===== src/rtl/counter_arbiter.sv =====
// counter_arbiter: grants one shared BW-bit up-counter to one of NREQ requesters (round-robin when COUNTER_ARBITER_RR_EN is defined, else fixed priority).
// Latency: done_o pulses L+3 cycles after a request is seen in IDLE; no backpressure, dropping the winner's req_i aborts the run.
module counter_arbiter #(
   parameter int BW   = 3,
   parameter int NREQ = 4
) (
   input  logic                 clk_i,
   input  logic                 rst_n_i,
   input  logic [NREQ-1:0]      req_i,
   input  logic [NREQ*BW-1:0]   len_i,
   output logic [NREQ-1:0]      gnt_o,
   output logic [NREQ-1:0]      done_o,
   output logic                 busy_o,
   output logic [BW-1:0]        counter_val_o
);

   localparam int IW = (NREQ > 1) ? $clog2(NREQ) : 1;
   localparam logic [NREQ-1:0] ONE = {{(NREQ-1){1'b0}}, 1'b1};

   typedef enum logic [1:0] {IDLE, ARB, RUN, DONE} state_t;

   state_t        state;
   logic [BW-1:0] len_q;
   logic [IW-1:0] win_q;
   logic [IW-1:0] win_sel;
   logic          any_req;
   logic          owner_req;

   assign any_req   = |req_i;
   assign owner_req = req_i[win_q];

`ifdef COUNTER_ARBITER_RR_EN
   logic [IW-1:0] rr_ptr;
   logic [IW-1:0] rr_next;
   logic [IW:0]   rr_idx;

   // Walk offsets from the top down so the smallest offset from rr_ptr wins.
   always_comb begin
      win_sel = '0;
      rr_idx  = '0;
      for (int i = NREQ-1; i >= 0; i--) begin
         rr_idx = {1'b0, rr_ptr} + (IW+1)'(i);
         if (rr_idx >= (IW+1)'(NREQ))
            rr_idx = rr_idx - (IW+1)'(NREQ);
         if (req_i[rr_idx[IW-1:0]])
            win_sel = rr_idx[IW-1:0];
      end
   end

   assign rr_next = (win_q == IW'(NREQ-1)) ? '0 : win_q + 1'b1;

   always_ff @(posedge clk_i or negedge rst_n_i) begin
      if (!rst_n_i)
         rr_ptr <= '0;
      else if ((state == RUN && !owner_req) || state == DONE)
         rr_ptr <= rr_next;
   end
`else
   always_comb begin
      win_sel = '0;
      for (int i = NREQ-1; i >= 0; i--)
         if (req_i[i])
            win_sel = IW'(i);
   end
`endif

   always_ff @(posedge clk_i or negedge rst_n_i) begin
      if (!rst_n_i) begin
         state         <= IDLE;
         gnt_o         <= '0;
         done_o        <= '0;
         busy_o        <= 1'b0;
         counter_val_o <= '0;
         len_q         <= '0;
         win_q         <= '0;
      end else begin
         done_o <= '0;
         case (state)
            IDLE: begin
               if (any_req) begin
                  state  <= ARB;
                  busy_o <= 1'b1;
               end
            end
            ARB: begin
               counter_val_o <= '0;
               if (any_req) begin
                  state <= RUN;
                  win_q <= win_sel;
                  len_q <= len_i[int'(win_sel)*BW +: BW];
                  gnt_o <= ONE << win_sel;
               end else begin
                  state  <= IDLE;
                  busy_o <= 1'b0;
               end
            end
            RUN: begin
               // Abort takes precedence over completion, even on the last count.
               if (!owner_req) begin
                  state         <= IDLE;
                  gnt_o         <= '0;
                  busy_o        <= 1'b0;
                  counter_val_o <= '0;
               end else if (counter_val_o == len_q) begin
                  state  <= DONE;
                  done_o <= gnt_o;
               end else begin
                  counter_val_o <= counter_val_o + 1'b1;
               end
            end
            DONE: begin
               state  <= IDLE;
               gnt_o  <= '0;
               busy_o <= 1'b0;
            end
            default: state <= IDLE;
         endcase
      end
   end

endmodule


===== config.mk =====
export PLATFORM = sky130hd
export DESIGN_NAME = counter_arbiter
export DESIGN_NICKNAME = d
export VERILOG_FILES = /design/src/rtl/counter_arbiter.sv
export SDC_FILE = /design/constraint.sdc
export NUM_CORES = 1
export LEC_CHECK = 0
export ABC_CLOCK_PERIOD_IN_PS = 1600
export BUFFER_PORTS_ARGS = -buffer_cell sky130_fd_sc_hd__buf_2
export CAP_MARGIN = 5
export CORE_MARGIN = 3
export CORE_UTILIZATION = 49
export DETAILED_ROUTE_END_ITERATION = 12
export GPL_TIMING_DRIVEN = 0
export HOLD_SLACK_MARGIN = 0.05
export PLACE_DENSITY = 0.86
export REMOVE_ABC_BUFFERS = 1
export SLEW_MARGIN = 5
export SYNTH_ARGS = -nofsm -noshare
export SYNTH_HDL_FRONTEND = slang
export SYNTH_SLANG_ARGS = --single-unit

===== constraint.sdc =====
create_clock -name clk_i -period 1.6 [get_ports clk_i]
set_input_delay 0.24 -clock clk_i [delete_from_list [all_inputs] [get_ports clk_i]]
set_output_delay 0.24 -clock clk_i [all_outputs]
set_load 0.01 [all_outputs]

== Word-level counts from Yosys, hierarchy flattened ==
Index checks and enable logic that the tools add are counted.

* Output and inout port bits: 12
* Input port bits: 18
* Logic and storage cells: 55
* Register bits after elaboration: 19

* Multiplexer cells: 24
* Reductions and logical operators: 9
* Order comparisons: 1
* Multipliers: 1
* Eq/ne operators: 10
* Shifts and indexed selects: 2
* Add/subtract/negate cells: 1

{| class="wikitable"
|+ Operators by type and width
! kind !! count
|-
| 2-to-1 mux 4 bit || 5
|-
| 2-to-1 mux 2 bit || 8
|-
| case mux 4 bit (3 select lines) || 1
|-
| variable part select 12 x 5 -> 3 bit || 1
|-
| != test 2 bit (second input constant) || 4
|-
| case mux 2 bit (4 select lines) || 1
|-
| 2-to-1 mux 3 bit || 2
|-
| != test 3 bit (second input constant) || 2
|-
| case mux 3 bit (2 select lines) || 1
|-
| AND reduction 2 bit || 3
|-
| AND reduction 3 bit || 2
|-
| equality test 2 bit (second input constant) || 2
|-
| multiplier 2 x 2 -> 4 bit (second input constant) || 1
|-
| 2-to-1 mux 1 bit || 4
|-
| case mux 1 bit (4 select lines) || 1
|-
| OR reduction 4 bit || 1
|-
| << shifter 1 x 2 -> 4 bit (first input constant) || 1
|-
| adder 3 x 1 -> 3 bit (second input constant) || 1
|-
| equality test 3 bit || 1
|-
| < comparator 2 x 3 -> 1 bit (second input constant) || 1
|-
| nonzero test 3 bit || 1
|-
| binary-select mux 1 bit (select 2 bit) || 1
|-
| equality test 2 x 1 -> 1 bit (second input constant) || 1
|-
| zero test 2 bit || 1
|-
| nonzero test 2 bit || 1
|}

== Depth between registers and ports, before layout ==
Gate-level depths: netlist of run 1.

* Word-level depth: 7
* Gate-level depth with buffers: 5
* Depth with buffers taken out: 5

== Worst setup path after synthesis of run 1 ==
No wires, ideal clock.

* Path kind: register -> register
* From: register win_q[0]
* To: register counter_val_o[1]
* Arrival time: 1.319 ns
* Clock period less this slack: 1.437 ns
* Stages on the path, launching flop included: 5
* Path slack: 0.163 ns
* Library setup time: 0.118 ns
* Data required time: 1.482 ns
* Buffers on the path: 0
* Cell sequence: dfrtp_1 mux4_2 nand4_1 a21oi_2 a2bb2o_4

* Word-level cells in the longest chain between the ends: 4
* Elaborated cells between the ends (all ways): 6
* Classes of those cells: 1 x eq/ne; 4 x mux; 1 x reduce/logical

{| class="wikitable"
|+ Ends and longest elaborated chain
! element !! RTL line !! source
|-
| from (decl) || 24 || <nowiki>logic [IW-1:0] win_q;</nowiki>
|-
| from (signal assigned) || 89 || <nowiki>win_q <= win_sel;</nowiki>
|-
| binary-select mux 1 bit (select 2 bit) * || 30 || <nowiki>assign owner_req = req_i[win_q];</nowiki>
|-
| 2-to-1 mux 1 bit (implied by the code) * || 30 ||
|-
| 2-to-1 mux 3 bit or != test 3 bit (tied branches) || - ||
|-
| case mux 3 bit (2 select lines) or AND reduction 2 bit (tied branches) || - ||
|-
| to (signal assigned) || 108 || <nowiki>counter_val_o <= counter_val_o + 1'b1;</nowiki>
|-
| to (decl) || 14 || <nowiki>output logic [BW-1:0] counter_val_o</nowiki>
|}

Mark *: on every way between the ends. The rest lies on a longest branch, timed or not. The select of a mux whose other input is x is not followed.
A chain may end at the register's enable or synchronous reset.

== Worst setup path after layout of run 1 ==
Ends and elaborated chain as after synthesis.

==> results_dict.tcl, run 1 <==
set metrics [dict create \
    outcome "finished, final reports clean" \
    hold_violations 0 \
    post-route-cell-area_sq_um 1197 \
    ys_seq_elements 19 \
    fin_nets 147 \
    tritoncts "yes" \
    drv_slew 0 \
    yosys-top-cells-area "dfrtp_1 (48%), a21oi_1 (4.5%), nor2_1 (3.4%), a221oi_1 (2.6%), xnor2_1 (2.6%)" \
    area_growth_pct 19.77 \
    sequentialPowerShare_pct 43.6 \
    syn_avg_cell_area_sq_um 10.41 \
    clock-root-buffer "clkbuf_4" \
    yosys_warnings 0 \
    fin_crit_sh_pct 97.45 \
    fin_crit_ns 1.559 \
    routed_via_density 5.651 \
    critPathMaxStageDelay_ns 0.57 \
    netlist.area_leader.share_pct 47.56 \
    most-common-layout-cells "buf_2 (29), dfrtp_1 (19), nor2_1 (9), a21oi_1 (9), nand2_1 (5)" \
    crit_path_cell_trace "mux4_2, nand4_1, a21oi_2, a2bb2o_4" \
    critPathRequiredTime_ns 1.79 \
    ir_drop_uv 947.7 \
    cp-start-kind "register" \
    synth_cell_types 39 \
    min_path_type "in -> reg" \
    cts_made_buffers 3 \
    port_buffers 29 \
    die_x_microns 51.17 \
    fmax_mhz 641.4 \
    cts.sinks 19 \
    place_area_sq_um 1151 \
    yosysTopAreaCell "dfrtp_1" \
    firstDrtPassIters 4 \
    worstPathArrival_ns 1.75 \
    grt_pass1_vias 857 \
    final_common_cell "buf_2" \
    worstPathMaxFanout 3 \
    combPwrFrac_pct 43.3 \
    dieHeight_microns 51.17 \
    internal_power_mw 1.112 \
    ys_seq_area_share_pct 47.56 \
    wire_per_inst_microns 13.86 \
    dieArea_sq_um 2618 \
    crit_path_end_kind "register" \
    io_pins 30 \
    clk_pin_slew_ns 0.11 \
    swShare_pct 39.12 \
    clock_path_buffers 2 \
    drc_errors 0 \
    antennaDiodeCount 0 \
    core-area_sq_um 1821 \
    crit_type "reg -> reg" \
    start_util_pct 54.91 \
    fin_skew_ns 0.003516 \
    antenna_left 0 \
    drt_iter0_drc 14 \
    worst_slew_pin_slew_ns 0.4105 \
    grt_max_degree 20 \
    overflow 0 \
    relSlewSlack_pct 72.63 \
    antenna_found_initial 0 \
    utilization_pct 65.77 \
    vias 859 \
    drv_cap 0 \
    worst-path-buf-inv 0 \
    gp_congestion 0.8081 \
    clk_latency_ns 0.29 \
    fin_tns_setup_ns 0 \
    grt_pass1_wl_microns 3643 \
    rows 15 \
    grtUsageTotal_pct 18.48 \
    hpwlAfterDp_microns 1588 \
    p_sw_mw 0.7147 \
    finalSetupViolations 0 \
    synth_area_sq_um 999.7 \
    cp_slowest_cell "mux4_2" \
    p_per_area_nw_per_um2 1526 \
    htree_levels 1 \
    rsz0062_at_grt "false" \
    drt_wl_total_microns 2107 \
    drive_above_1_share_pct 34.65 \
    synth_cells 96 \
    fillers 149 \
    pwr-share-clk_pct 13.1 \
    critPathTopFamily "multiplexers" \
    cellLeakagePower_nw 0.5743 \
]
## registers in the layout, summed over array words and instances, names as in the netlist
register,flops
done_o,4
busy_o,1
gnt_o,4
counter_val_o,3
state,2
len_q,3
win_q,2
## cells in the mapped netlist
master and n:
nand2_1 5, nor2b_1 3, buf_6 1, o22ai_2 1, buf_2 2, maj3_1 1, a21o_1 1, a2bb2o_4 1
nor4_1 1, a211oi_1 1, a31o_2 1, nor3b_1 2, xnor2_1 3, nand3b_2 1, a31oi_1 1, a21oi_1 9
or2_2 2, nor3_1 2, o32ai_1 1, nand3b_1 3, nand3_1 1, ha_1 1, clkbuf_1 1, nand2b_1 1
dfrtp_1 19, a221oi_1 3, inv_2 1, o21ai_0 2, inv_1 2, a22o_1 2, a32o_1 2, a21oi_2 1
mux4_2 1, a21boi_0 1, o221a_2 1, and2b_1 1, nand4_1 1, nor2_1 9, and2_1 4
## final timing paths
| kind | slack (ns) | cells after the start | to | startpoint |
|---|---|---|---|---|
| setup / recovery | 0.04 | 4 | counter_val_o[1] | win_q[0] |
| hold reg to reg | 0.52 | 1 | gnt_o[2] | gnt_o[2] |
| hold / removal | 0.25 | 2 | gnt_o[0] | req_i[0] |
| setup reg to reg | 0.04 | 4 | counter_val_o[1] | win_q[0] |
| max in group asynchronous | 0.90 | 2 | gnt_o[2] | rst_n_i |
| min in group asynchronous | 0.41 | 2 | counter_val_o[1] | rst_n_i |
## power by group through the flow
stage                     combinational (mW)  sequential, mW  clock (mW)
after floorplan                        0.544           0.802           0
after global placement                 0.739           0.790           0
after detailed placement               0.774           0.804           0
after CTS                              0.781           0.794       0.240
after global routing                   0.884           0.824       0.267
final                                  0.791           0.797       0.239
## metrics by stage
step                std cells  setup slack [ns]  hold WS (ns)  power [mW]
global route              152          0.002614        0.2521       1.975
detailed placement        146           0.02114        0.1956       1.577
floorplan                  92            0.1433      -0.05559       1.347
CTS                       151          0.004812        0.2546       1.815
global placement          146           0.07352        0.1904       1.529
finish                    152           0.04085        0.2533       1.827
## cells by family (layout without fill, tap and decap cells)
logic type | Yosys count | after routing | share of synthesized area, %
XOR/XNOR | 3 | 3 | 2.629
buffers and inverters | 7 | 38 | 3.629
multiplexers | 1 | 1 | 2.253
AND/OR/NAND/NOR | 36 | 36 | 19.90
flip-flops | 19 | 19 | 47.56
adder cells (fa/ha/maj) | 2 | 2 | 2.253
AO/OA/AOI/OAI | 28 | 28 | 21.78
## per-layer routing
metal | up-vias | wire length [microns] | global-route usage [%]
met5 | - | 0 | 0
met4 | 0 | 35 | 9.417
met3 | 4 | 113 | 2.915
met2 | 33 | 1102 | 31.76
met1 | 406 | 855 | 22.16
li1 | 416 | - | -
## area by class of cell
| cell class | instances | area (sq um) | share of cell area (%) |
|---|---|---|---|
| clock buffer | 4 | 26.28 | 2.194 |
| inverter | 3 | 11.26 | 0.9404 |
| multi-input combinational | 70 | 490.5 | 40.96 |
| sequential | 19 | 475.5 | 39.71 |
| tap | 25 | 31.28 | 2.612 |
| timing repair buffer | 31 | 162.7 | 13.58 |
## worst register-to-register path, stage by stage, from the launching register on
cell      delay [ns]
dfrtp_1         0.41
mux4_2          0.57
nand4_1         0.16
a21oi_2         0.09
a2bb2o_4        0.23
## repair_timing
action,in CTS,in global routing
resized for setup,0,1
endpoints found under the setup margin,0,3
hold endpoints to repair,19,0
buffers inserted,0,1
hold buffers,1,0
No activity file was read; power rests on OpenSTA's default activity.
==> run 2, diff against run 1 <==
--- a/config.mk
+++ b/config.mk
@@ -8,6 +8,7 @@
 export ABC_CLOCK_PERIOD_IN_PS = 1600
 export BUFFER_PORTS_ARGS = -buffer_cell sky130_fd_sc_hd__buf_2
 export CAP_MARGIN = 5
+export CORE_ASPECT_RATIO = 1.5
 export CORE_MARGIN = 3
 export CORE_UTILIZATION = 49
 export DETAILED_ROUTE_END_ITERATION = 12
==> results_dict.tcl, run 2 (synthesis results as in run 1) <==
set metrics [dict create \
    wire_per_inst_microns 14.01 \
    dieHeight_microns 61.32 \
    antenna_found_initial 0 \
    cellLeakagePower_nw 0.5743 \
    rows 19 \
    start_util_pct 53.23 \
    drc_errors 0 \
    core-area_sq_um 1878 \
    drv_slew 0 \
    tritoncts "yes" \
    fmax_mhz 645.1 \
    grtUsageTotal_pct 17.89 \
    critPathMaxStageDelay_ns 0.57 \
    reg.largest.list "done_o (4), gnt_o (4)" \
    grt_pass1_wl_microns 3567 \
    critPathRequiredTime_ns 1.81 \
    cts_made_buffers 3 \
    vias 852 \
    grt_max_degree 20 \
    clk_latency_ns 0.30 \
    drv_cap 0 \
    antenna_left 0 \
    fin_nets 147 \
    worstPathArrival_ns 1.76 \
    drt_iter0_drc 19 \
    antennaDiodeCount 0 \
    hold_violations 0 \
    outcome "finished, final reports clean" \
    die_x_microns 42.88 \
    final_common_cell "buf_2" \
    pwr-share-clk_pct 13.4 \
    timing.rr.start "win_q[0]" \
    fin_crit_sh_pct 96.89 \
    sequentialPowerShare_pct 43.6 \
    finalSetupViolations 0 \
    io_pins 30 \
    cts.sinks 19 \
    relSlewSlack_pct 71.64 \
    gp_congestion 0.8669 \
    critPathTopFamily "multiplexers" \
    fin_skew_ns 0.003407 \
    drive_above_1_share_pct 34.65 \
    grt_pass1_vias 844 \
    cp-start-kind "register" \
    crit_cells 4 \
    post-route-cell-area_sq_um 1192 \
    crit_type "reg -> reg" \
    swShare_pct 39.04 \
    clock_path_buffers 2 \
    crit_path_end "counter_val_o[1]" \
    crit_path_cell_trace "mux4_2, nand4_1, a21oi_2, a2bb2o_4" \
    ir_drop_uv 869.2 \
    worstReg2RegEnd "counter_val_o[1]" \
    place_area_sq_um 1146 \
    worst_slew_pin_slew_ns 0.4255 \
    worst-path-buf-inv 0 \
    p_sw_mw 0.7120 \
    internal_power_mw 1.112 \
    worstPathMaxFanout 3 \
    routed_via_density 5.757 \
    most-common-layout-cells "buf_2 (29), dfrtp_1 (19), nor2_1 (9), a21oi_1 (9), nand2_1 (5)" \
    cp_slowest_cell "mux4_2" \
    area_growth_pct 19.27 \
    dieArea_sq_um 2629 \
    min_path_type "in -> reg" \
    critPathLaunch "win_q[0]" \
    hpwlAfterDp_microns 1581 \
    utilization_pct 63.49 \
    reg2reg_slack_ns 0.05 \
    p_per_area_nw_per_um2 1529 \
    drt_wl_total_microns 2074 \
    reg2reg_depth 4 \
    firstDrtPassIters 4 \
    clk_pin_slew_ns 0.10 \
    fin_crit_ns 1.550 \
    crit_path_end_kind "register" \
    fillers 142 \
    port_buffers 29 \
    clock-root-buffer "clkbuf_4" \
    fin_tns_setup_ns 0 \
    overflow 0 \
    htree_levels 1 \
    combPwrFrac_pct 43.0 \
]
run 2: cell counts in the layout (fill, tap and decap cells not counted):
Identical to the previous run, type by type.
run 2: layout make-up:
| cell class | instances | area, sq um | area share (%) |
|---|---|---|---|
| repair buffers | 31 | 162.7 | 13.64 |
| well taps | 21 | 26.28 | 2.204 |
| multi-input cells | 70 | 490.5 | 41.13 |
| clock buffers | 4 | 26.28 | 2.204 |
| flip-flops and latches | 19 | 475.5 | 39.87 |
| inverters | 3 | 11.26 | 0.9444 |
run 2: worst min-delay path, delay by kind of cell:
kind                   cells  cell delay [ns]
buffers and inverters      1             0.08
AOI/OAI and AO/OA          2             0.19
run 2: worst min path at each step:
stage                         from               end  slack, ns  depth (start not counted)
final                     len_i[0]          len_q[0]       0.24                          3
after global routing      len_i[4]          len_q[1]       0.26                          3
after CTS                 len_i[0]          len_q[0]       0.25                          3
after detailed placement   rst_n_i  counter_val_o[1]       0.20                          1
after global placement     rst_n_i  counter_val_o[1]       0.19                          1
after floorplan            rst_n_i            busy_o      -0.06                          0
run 2: metrics by stage:
step	total power, mW	cells	setup slack [ns]	hold slack [ns]
2_1_floorplan	1.347	92	0.1433	-0.05559
3_3_place_gp	1.538	142	0.05830	0.1934
3_5_place_dp	1.575	142	0.005906	0.1982
4_1_cts	1.825	147	0.06789	0.2465
5_1_grt	1.957	148	-0.005170	0.2625
6_report	1.824	148	0.04973	0.2430
run 2: what timing repair did:
item | 4_1_cts | 5_1_grt
gates resized for setup | 1 | 0
hold buffers | 1 | 0
setup endpoints to repair | 1 | 1
endpoints found under the hold margin | 19 | 0
buffers inserted | 0 | 1
run 2: metal layers:
layer  track usage, %  up-vias  share of wire, %
li1                 -      415                 -
met1            21.06      406                38
met2            31.76       26                54
met3            1.754        5               5.4
met4            10.22        0               2.2
met5                0        -                 0
run 2: power groups by stage:
stage          clock network [mW]  logic [mW]  registers (mW)
6_report                    0.244       0.784           0.796
5_1_grt                     0.261       0.876           0.820
4_1_cts                     0.250       0.782           0.794
3_5_place_dp                    0       0.773           0.802
3_3_place_gp                    0       0.747           0.791
2_1_floorplan                   0       0.544           0.802
==> run 3, diff against run 2 <==
--- a/config.mk
+++ b/config.mk
@@ -15,7 +15,7 @@
 export GPL_TIMING_DRIVEN = 0
 export HOLD_SLACK_MARGIN = 0.05
 export PLACE_DENSITY = 0.86
-export REMOVE_ABC_BUFFERS = 1
+export RECOVER_POWER = 100
 export SLEW_MARGIN = 5
 export SYNTH_ARGS = -nofsm -noshare
 export SYNTH_HDL_FRONTEND = slang
==> results_dict.tcl, run 3 (synthesis results as in run 1) <==
set metrics [dict create \
    outcome "finished, final reports clean" \
    antennaDiodeCount 0 \
    grt_max_degree 20 \
    reg.largest.list "done_o (4), gnt_o (4)" \
    rows 19 \
    relSlewSlack_pct 34.93 \
    crit_path_end_kind "register" \
    fin_cells 150 \
    cts_resized 0 \
    port_buffers 28 \
    hpwlAfterDp_microns 1610 \
    antenna_found_initial 0 \
    area_growth_pct 18.65 \
    grtUsageTotal_pct 16.75 \
    seq_area_sq_um 475.5 \
    cts_made_buffers 3 \
    final_common_cell "dfrtp_1" \
    crit_type "reg -> reg" \
    fmax_mhz 651.1 \
    drive_above_1_share_pct 24.03 \
    finalSetupViolations 0 \
    drv_slew 0 \
    io_pins 30 \
    vias 844 \
    fin_crit_sh_pct 95.99 \
    routed_via_density 5.627 \
    fin_skew_ns 0.003863 \
    cellLeakagePower_nw 0.5258 \
    grt_pass1_vias 755 \
    syn_nets 115 \
    drt_wl_total_microns 2035 \
    multi_input_area_sq_um 488.0 \
    crit_path_cell_trace "mux4_2, nand4_1, a21oi_2, a2bb2o_4" \
    critPathRequiredTime_ns 1.80 \
    fillers 156 \
    dieArea_sq_um 2629 \
    rsz0062_at_grt "false" \
    overflow 0 \
    min_path_type "in -> reg" \
    worstPathMaxFanout 3 \
    firstDrtPassIters 4 \
    cts_hold_buf 1 \
    clk_latency_ns 0.30 \
    place_inst 145 \
    cp-start-kind "register" \
    hold_violations 0 \
    critPathMaxStageDelay_ns 0.57 \
    clk_pin_slew_ns 0.10 \
    fin_tns_setup_ns 0 \
    drv_cap 0 \
    htree_levels 1 \
    cts.sinks 19 \
    p_per_area_nw_per_um2 1519 \
    start_util_pct 53.23 \
    utilization_pct 63.16 \
    clock_path_buffers 2 \
    wire_per_inst_microns 13.57 \
    cp_slowest_cell "mux4_2" \
    worstPathArrival_ns 1.74 \
    die_x_microns 42.88 \
    drt_iter0_drc 16 \
    tritoncts "yes" \
    core-area_sq_um 1878 \
    grt_pass1_wl_microns 3270 \
    antenna_left 0 \
    most-common-layout-cells "dfrtp_1 (19), buf_2 (16), clkbuf_1 (15), nor2_1 (9), a21oi_1 (9)" \
    gp_congestion 0.8624 \
    dieHeight_microns 61.32 \
    drc_errors 0 \
    fin_crit_ns 1.536 \
    cts_setup_buffers 0 \
    clock-root-buffer "clkbuf_4" \
    ir_drop_uv 919.5 \
    worst_slew_pin_slew_ns 0.9761 \
    fin_nets 149 \
]
==> run 3: worst paths after layout <==
check                      slack (ns)          endpoint  cells after the start     start
hold / removal                   0.25          gnt_o[0]                      2  req_i[0]
setup reg to reg                 0.06  counter_val_o[1]                      4  win_q[0]
hold reg to reg                  0.53         done_o[2]                      1  gnt_o[2]
max in group asynchronous        0.42          len_q[1]                      2   rst_n_i
setup / recovery                 0.06  counter_val_o[1]                      4  win_q[0]
min in group asynchronous        0.60         done_o[3]                      2   rst_n_i
==> run 3: cell type report <==
cell class	instances	area share, %
plain buffers	4	2.110
clock buffers	4	2.215
inverters	3	0.9494
multi-input cells	70	41.14
flip-flops and latches	19	40.08
well taps	21	2.215
repair buffers	29	11.29
==> run 3: routing by layer <==
layer	GRT usage [%]	wire (microns)
met1	19.25	794
met2	29.61	1075
met3	1.754	111
met4	10.67	53
met5	0	0
==> run 3: where the power goes <==
part	switching [mW]	internal, mW
clock	0.145	0.0973
combinational	0.403	0.362
sequential	0.160	0.635
==> run 3: per-stage QoR <==
stage	worst slack, ns	total power [mW]	area (sq um)	hold WS, ns
3_5_place_dp	0.06751	1.588	1166	0.1986
6_report	0.06414	1.802	1186	0.2476
5_1_grt	0.006188	1.940	1186	0.2502
4_1_cts	0.06558	1.831	1202	0.2405
2_1_floorplan	0.1632	1.365	999.7	-0.05559
3_3_place_gp	0.09874	1.548	1166	0.1912
==> run 3: critical path, delay by kind of cell (launching register included) <==
| kind | cells | cell delay, ns |
|---|---|---|
| multiplexers | 1 | 0.57 |
| flip-flops | 1 | 0.41 |
| AO/OA/AOI/OAI | 2 | 0.30 |
| AND/OR/NAND/NOR | 1 | 0.15 |
